### config.mk
export PLATFORM = sky130hd
export DESIGN_NAME = button_debounce_flat
export DESIGN_NICKNAME = d
export VERILOG_FILES = /design/src/rtl/button_debounce_if.sv /design/src/rtl/button_debounce.sv /design/src/flat_wrapper.sv
export SDC_FILE = /design/constraint.sdc
export NUM_CORES = 1
export LEC_CHECK = 0
export ABC_AREA = 1
export BUFFER_PORTS_ARGS = -buffer_cell sky130_fd_sc_hd__buf_2
export CAP_MARGIN = 5
export CORE_MARGIN = 4
export CORE_UTILIZATION = 64
export DETAILED_ROUTE_END_ITERATION = 10
export HOLD_SLACK_MARGIN = 0.08
export PLACE_DENSITY = 0.9
export SLEW_MARGIN = 20
export SYNTH_ARGS = -nofsm -noshare
export SYNTH_HDL_FRONTEND = slang
export SYNTH_SLANG_ARGS = --single-unit
### constraint.sdc
create_clock -name CLK50 -period 3.39 [get_ports CLK50]
set_clock_uncertainty 0.1 [all_clocks]
set_input_delay 0.339 -clock CLK50 [delete_from_list [all_inputs] [get_ports CLK50]]
set_output_delay 0.339 -clock CLK50 [all_outputs]
set_load 0.005 [all_outputs]
### src/rtl/button_debounce_if.sv
// Button pin in, debounced level and event pulses out.
// Master drives the raw pin; slave is the debouncer.
interface button_debounce_if;
  logic BTN;
  logic PRESSED;
  logic PRESS;
  logic RELEASE;
  logic TOGGLE;
  logic LONG;

  modport master (
    output BTN,
    input  PRESSED,
    input  PRESS,
    input  RELEASE,
    input  TOGGLE,
    input  LONG
  );

  modport slave (
    input  BTN,
    output PRESSED,
    output PRESS,
    output RELEASE,
    output TOGGLE,
    output LONG
  );
endinterface

### src/rtl/button_debounce.sv
// Push-button synchroniser, debouncer and press/release/toggle events.
// Define BUTTON_LONGPRESS_EN to build the long-press counter and LONG pulse.
module button_debounce #(
  parameter int DEBOUNCE_CYCLES = 500_000,
  parameter int LONG_CYCLES     = 50_000_000,
  parameter int ACTIVE_LOW      = 1
) (
  input  logic               CLK50,
  input  logic               RESET_N,
  button_debounce_if.slave   bus
);

  localparam int DW = $clog2(DEBOUNCE_CYCLES + 1);
  localparam logic [DW-1:0] DB_LAST = DW'(DEBOUNCE_CYCLES - 1);
  localparam logic [DW-1:0] DB_ONE  = DW'(1);
  localparam logic RST_PIN = (ACTIVE_LOW != 0);

  localparam logic [1:0] IDLE         = 2'd0;
  localparam logic [1:0] PRESS_WAIT   = 2'd1;
  localparam logic [1:0] HELD         = 2'd2;
  localparam logic [1:0] RELEASE_WAIT = 2'd3;

  logic [1:0]    r_sync;
  logic          w_s;
  logic [1:0]    r_state;
  logic [1:0]    w_state_nxt;
  logic [DW-1:0] r_cnt;
  logic [DW-1:0] w_cnt_nxt;
  logic          w_press_evt;
  logic          w_release_evt;
  logic          r_pressed;
  logic          r_press;
  logic          r_release;
  logic          r_toggle;

  // Sync flops idle at the released pin level so reset never looks like a press
  always_ff @(posedge CLK50 or negedge RESET_N) begin
    if (!RESET_N) r_sync <= {2{RST_PIN}};
    else          r_sync <= {r_sync[0], bus.BTN};
  end

  assign w_s = RST_PIN ? ~r_sync[1] : r_sync[1];

  always_comb begin
    w_state_nxt = r_state;
    w_cnt_nxt   = r_cnt;
    case (r_state)
      IDLE: begin
        if (w_s) begin
          w_state_nxt = PRESS_WAIT;
          w_cnt_nxt   = DB_ONE;
        end
      end
      PRESS_WAIT: begin
        if (!w_s) begin
          w_state_nxt = IDLE;
          w_cnt_nxt   = '0;
        end else if (r_cnt == DB_LAST) begin
          w_state_nxt = HELD;
          w_cnt_nxt   = '0;
        end else begin
          w_cnt_nxt = r_cnt + DB_ONE;
        end
      end
      HELD: begin
        if (!w_s) begin
          w_state_nxt = RELEASE_WAIT;
          w_cnt_nxt   = DB_ONE;
        end
      end
      default: begin
        if (w_s) begin
          w_state_nxt = HELD;
          w_cnt_nxt   = '0;
        end else if (r_cnt == DB_LAST) begin
          w_state_nxt = IDLE;
          w_cnt_nxt   = '0;
        end else begin
          w_cnt_nxt = r_cnt + DB_ONE;
        end
      end
    endcase
  end

  assign w_press_evt   = (r_state == PRESS_WAIT) &&
                         (w_state_nxt == HELD);
  assign w_release_evt = (r_state == RELEASE_WAIT) &&
                         (w_state_nxt == IDLE);

  always_ff @(posedge CLK50 or negedge RESET_N) begin
    if (!RESET_N) begin
      r_state   <= IDLE;
      r_cnt     <= '0;
      r_pressed <= 1'b0;
      r_press   <= 1'b0;
      r_release <= 1'b0;
      r_toggle  <= 1'b0;
    end else begin
      r_state   <= w_state_nxt;
      r_cnt     <= w_cnt_nxt;
      r_pressed <= w_state_nxt[1];
      r_press   <= w_press_evt;
      r_release <= w_release_evt;
      r_toggle  <= r_toggle ^ w_press_evt;
    end
  end

  assign bus.PRESSED = r_pressed;
  assign bus.PRESS   = r_press;
  assign bus.RELEASE = r_release;
  assign bus.TOGGLE  = r_toggle;

`ifdef BUTTON_LONGPRESS_EN
  localparam int LW = $clog2(LONG_CYCLES + 1);
  localparam logic [LW-1:0] LONG_MAX  = LW'(LONG_CYCLES);
  localparam logic [LW-1:0] LONG_LAST = LW'(LONG_CYCLES - 1);
  localparam logic [LW-1:0] LONG_ONE  = LW'(1);

  logic [LW-1:0] r_lcnt;
  logic          r_long;

  // Saturating count fires once per press; release edge masks it
  always_ff @(posedge CLK50 or negedge RESET_N) begin
    if (!RESET_N) begin
      r_lcnt <= '0;
      r_long <= 1'b0;
    end else begin
      if (w_press_evt || !r_pressed)
        r_lcnt <= '0;
      else if (r_lcnt != LONG_MAX)
        r_lcnt <= r_lcnt + LONG_ONE;
      r_long <= r_pressed && !w_press_evt &&
                !w_release_evt &&
                (r_lcnt == LONG_LAST);
    end
  end

  assign bus.LONG = r_long;
`else
  assign bus.LONG = 1'b0;
`endif

endmodule

### src/flat_wrapper.sv
// flat-port wrapper written by rule: the top's interface ports become plain ports
module button_debounce_flat 
#(
  parameter int DEBOUNCE_CYCLES = 500_000,
  parameter int LONG_CYCLES     = 50_000_000,
  parameter int ACTIVE_LOW      = 1
)
  (CLK50, RESET_N, bus_BTN, bus_PRESSED, bus_PRESS, bus_RELEASE, bus_TOGGLE, bus_LONG);
  button_debounce_if bus_i ();
  input  logic CLK50;
  input  logic RESET_N;
  input wire logic [$bits(bus_i.BTN)-1:0] bus_BTN;
  output wire logic [$bits(bus_i.PRESSED)-1:0] bus_PRESSED;
  output wire logic [$bits(bus_i.PRESS)-1:0] bus_PRESS;
  output wire logic [$bits(bus_i.RELEASE)-1:0] bus_RELEASE;
  output wire logic [$bits(bus_i.TOGGLE)-1:0] bus_TOGGLE;
  output wire logic [$bits(bus_i.LONG)-1:0] bus_LONG;
  assign bus_i.BTN = bus_BTN;
  assign bus_PRESSED = bus_i.PRESSED;
  assign bus_PRESS = bus_i.PRESS;
  assign bus_RELEASE = bus_i.RELEASE;
  assign bus_TOGGLE = bus_i.TOGGLE;
  assign bus_LONG = bus_i.LONG;
  button_debounce #(.DEBOUNCE_CYCLES(DEBOUNCE_CYCLES), .LONG_CYCLES(LONG_CYCLES), .ACTIVE_LOW(ACTIVE_LOW)) u_core (.CLK50(CLK50), .RESET_N(RESET_N), .bus(bus_i));
endmodule
# After elaboration in Yosys (flattened, before gate mapping)
# Cells that the tools add are included.
# classes
eq_ne,7
n_addsub,1
reduce_logical,5
n_bitwise,1
n_mux,13
# ops
op,n
2-to-1 mux 19 bit,5
case mux 19 bit (3 select lines),1
adder 19 x 1 -> 19 bit (second input constant),1
equality test 19 bit (second input constant),1
2-to-1 mux 2 bit,6
equality test 2 bit (second input constant),3
case mux 2 bit (3 select lines),1
zero test 2 bit,2
equality test 2 x 1 -> 1 bit (second input constant),1
logical AND 1 bit,2
inequality test 2 x 1 -> 1 bit (second input constant),1
inequality test 2 bit (second input constant),1
AND reduction 2 bit,1
XOR 1 bit,1
# totals
word_cells,34
in_bits,3
ff_bits,27
output_inout_bits,5

# Depth between registers and ports, before layout
# depth
ltp_word,7
mapped_depth,9
mapped_depth_nobuf,9

# Least setup slack after synthesis
# OpenSTA, ideal clock, no wires.
# synth_timing
path_kind,flip-flop to flip-flop
start,register u_core.r_cnt[0]
end,register u_core.r_cnt[11]
required_time_ns,3.168
arrival_ns,1.312
synth_period_minus_slack_ns,1.534
path_buffers,1
setup_ns,0.122
slack_ns,1.856
path_stages_with_launch,10
path_cell_list,dfrtp_1 ha_1 nand2_2 nor2_2 nand3_2 nor2_4 nor2_4 buf_6 nand2_2 o21ai_2
# synth_via
elab_chain_cells,4
word_cells_on_any_way,6
classes_between,add/sub (1); eq/ne (1); mux (4)
# synth_rtl
element,line_no,source
start: declaration,button_debounce.sv:27,logic [DW-1:0] r_cnt;
start signal: assignment,button_debounce.sv:100,r_cnt <= w_cnt_nxt;
adder 19 x 1 -> 19 bit or equality test 19 bit (tied branches),-,
2-to-1 mux 19 bit (*),"button_debounce.sv:58, button_debounce.sv:75",
2-to-1 mux 19 bit (on tied branches),"button_debounce.sv:72, button_debounce.sv:55",
case mux 19 bit (3 select lines) (*),button_debounce.sv:47,case (r_state)
# Mark *: on every way between the ends. The rest lies on a longest branch, timed or not.
# A chain may end at the register's enable or synchronous reset.

# Worst setup path after layout
# layout_timing
start,register u_core.r_cnt[0]
end,register u_core.r_cnt[10]
# The elaborated chain is that of the path after synthesis.

==> results.ini <==
[power_and_ir_drop]
powerDensity_mw_per_mm2=326
ir_drop_mv=0.353
leakagePower_uw=0.000825

[cts]
htreeDepth=1
ctsHoldBuffers=2
clk_pin_slew_ns=0.14
insertion_delay_ns=0.32
cts_buffers=3
clockBufferDepth=2
cts_root_buffer=clkbuf_4
cts_tree=done
cts_resized=0
cts_setup_buffers=0
clock-sinks=26

[logic_synthesis]
syn-cell-area_mm2=0.00163
synthArstFlopShare=1.00
syn-instance-count=231
synthDistinctLibCells=23
synth_warnings=0
synth-edff-count=0
synth-seq-area-share=0.402
syn_area_per_cell_um2=7.04
synthesis.nets=235
ys_seq_elements=26
dominantRegCellSynth=dfrtp_1

[timing]
tightest_slew_ns=0.557
fin_crit_ns=1.77
hold_ws_ns=0.266
hold_violations=0
tns_ns=0
finalCritPeriodShare=0.521
setup_violations=0
max_slew_margin=0.629
fmax_ghz=0.566
fin_ws_ns=1.62
rsz0062_at_grt=no
maxSlewViolCount=0

[grt]
grt_max_degree=27
grt_pass1_wl_um=5730
grt-ovfl-total=0
grt_pass1_vias=1292
grt_usage=0.215
antenna_found_initial=0

[setup_path]
r2r-end=u_core.r_cnt[10]
slowest_delay_ns=0.44
timing.rr.start=u_core.r_cnt[0]
required_ns=3.53
crit_type=flip-flop to flip-flop
path_buf_inv=0
path_cells=ha_1, nand2_2, nor2_2, nand3_2, nor2_4, nor2_4, nand2_1, o21ai_0
cp_slowest_cell=dfrtp_1
crit_family=simple AND/OR/NAND/NOR gates
rrSetupSlack_ns=1.62
cp-end-kind=flip-flop
worstPathArrival_ns=1.91
ff2ff_path_depth=8
setup.worst_path.start_class=flip-flop
path_max_fanout=17
path_common_cell=nor2_4

[drt]
via_per_inst=5.42
vias=1452
route.detailed.drc=0
top_layer=met4
dr.pass1.iters=4
wl_um=3310
wl_per_cell_um=12.3
wl_met3_um=236
antenna_left=0
wl_met2_um=1560
drt_iter0_markers=50
m1WireLength_um=1470

[floorplanning]
die_area_mm2=0.00341
die_w_um=58.4
io_pins=8
core_mm2=0.00232
die_h_um=58.4
row_count=17
start_util=0.701

[flow_run]
drv_cap=0

[min_path]
whs_endpoint=u_core.r_sync[1]
min_from=u_core.r_sync[0]
hold_class=flip-flop to flip-flop
worstHoldPathCells=0

[final_layout]
fin_util=0.750
finalInstanceArea_mm2=0.00174
fin_nets=245
diodes=0
multi_input_area_um2=828
final_layout_size_suffix_gt1_frac=0.154
regArea_um2=653
nFillCells=178
syn2layout_area_growth_pct=7.01

[place]
port_buffers=6
routabilityCongestion=0.916
post-place-ws_ns=1.66
postPlaceCellArea_mm2=0.00167
hpwl_um=2480

[status]
status=finished, final reports clean

## power breakdown
| part | total (µW) | internal [µW] | switching, µW |
|---|---|---|---|
| Sequential | 324 | 317 | 6.98 |
| Clock | 211 | 120 | 91.5 |
| Combinational | 32.3 | 9.99 | 22.3 |
## per-stage QoR
stage	std cells	total power, µW
floorplan	231	350
global placement	262	360
detailed placement	262	360
CTS	268	573
global route	268	591
finish	268	567
## cells by family (layout without fill, tap and decap cells)
family                   Yosys count  in the layout  share of synthesized area
flip-flops                        26             26                      0.402
XOR/XNOR                           6              6                     0.0323
AND/OR/NAND/NOR                  149            149                      0.423
buffers and inverters             35             44                     0.0885
other                              1              1                    0.00231
AO/OA/AOI/OAI                     13             13                     0.0439
adder cells (fa/ha/maj)            1              1                    0.00770
## sequential cells by signal, indices dropped and copies added, names as in the netlist
register	cells
u_core.r_sync	2
u_core.bus.TOGGLE	1
u_core.bus.PRESSED	1
u_core.bus.PRESS	1
u_core.r_state	1
u_core.bus.RELEASE	1
u_core.r_cnt	19
## placed cells by master, fill, tap and decap left out, drive strengths merged
cell type	instances
o21ai	12
nand3	17
dfrtp	24
buf	6
nand2	84
dlygate4sd3	2
conb	1
clkbuf	3
nand4	10
nor2	35
or2	1
xor2	6
nor3	2
inv	32
ha	1
bufinv	1
dfstp	2
o21bai	1
## cell type report
class	count	area share
tap	28	0.0201
timing repair buffer	8	0.0288
multi-input combinational	170	0.476
sequential	26	0.376
clock buffer	3	0.0129
inverter	32	0.0691
clock inverter	1	0.0173
## per-layer routing
metal | track usage | up-vias
li1 | - | 734
met1 | 0.309 | 652
met2 | 0.340 | 60
met3 | 0.0219 | 6
met4 | 0.0662 | 0
met5 | 0 | -
## cells in the mapped netlist (2+ instances only)
| cell type | n | area (µm²) |
|---|---|---|
| nand4_1 | 10 | 62.6 |
| nor2_1 | 28 | 105 |
| o21ai_0 | 11 | 55.1 |
| dfrtp_1 | 24 | 601 |
| nand3_2 | 8 | 80.1 |
| nor2_4 | 2 | 22.5 |
| nand2_2 | 4 | 25.0 |
| nand3_1 | 9 | 45.0 |
| nor3_1 | 2 | 10.0 |
| xor2_1 | 6 | 52.6 |
| nand2_1 | 80 | 300 |
| dfstp_2 | 2 | 52.6 |
| nor2_2 | 5 | 31.3 |
| inv_2 | 4 | 15.0 |
| inv_1 | 28 | 105 |
## how the worst max path moves through the flow
| stage | start | endpoint | depth (start not counted) |
|---|---|---|---|
| 3_5_place_dp | u_core.r_cnt[0] | u_core.r_cnt[3] | 8 |
| 4_1_cts | u_core.r_cnt[0] | u_core.r_cnt[3] | 8 |
| 5_1_grt | u_core.r_cnt[0] | u_core.r_cnt[12] | 9 |
| 3_3_place_gp | u_core.r_cnt[0] | u_core.r_cnt[6] | 8 |
| 2_1_floorplan | u_core.r_cnt[0] | u_core.r_cnt[11] | 9 |
| 6_report | u_core.r_cnt[0] | u_core.r_cnt[10] | 8 |
(Power assumes the default switching activity.)
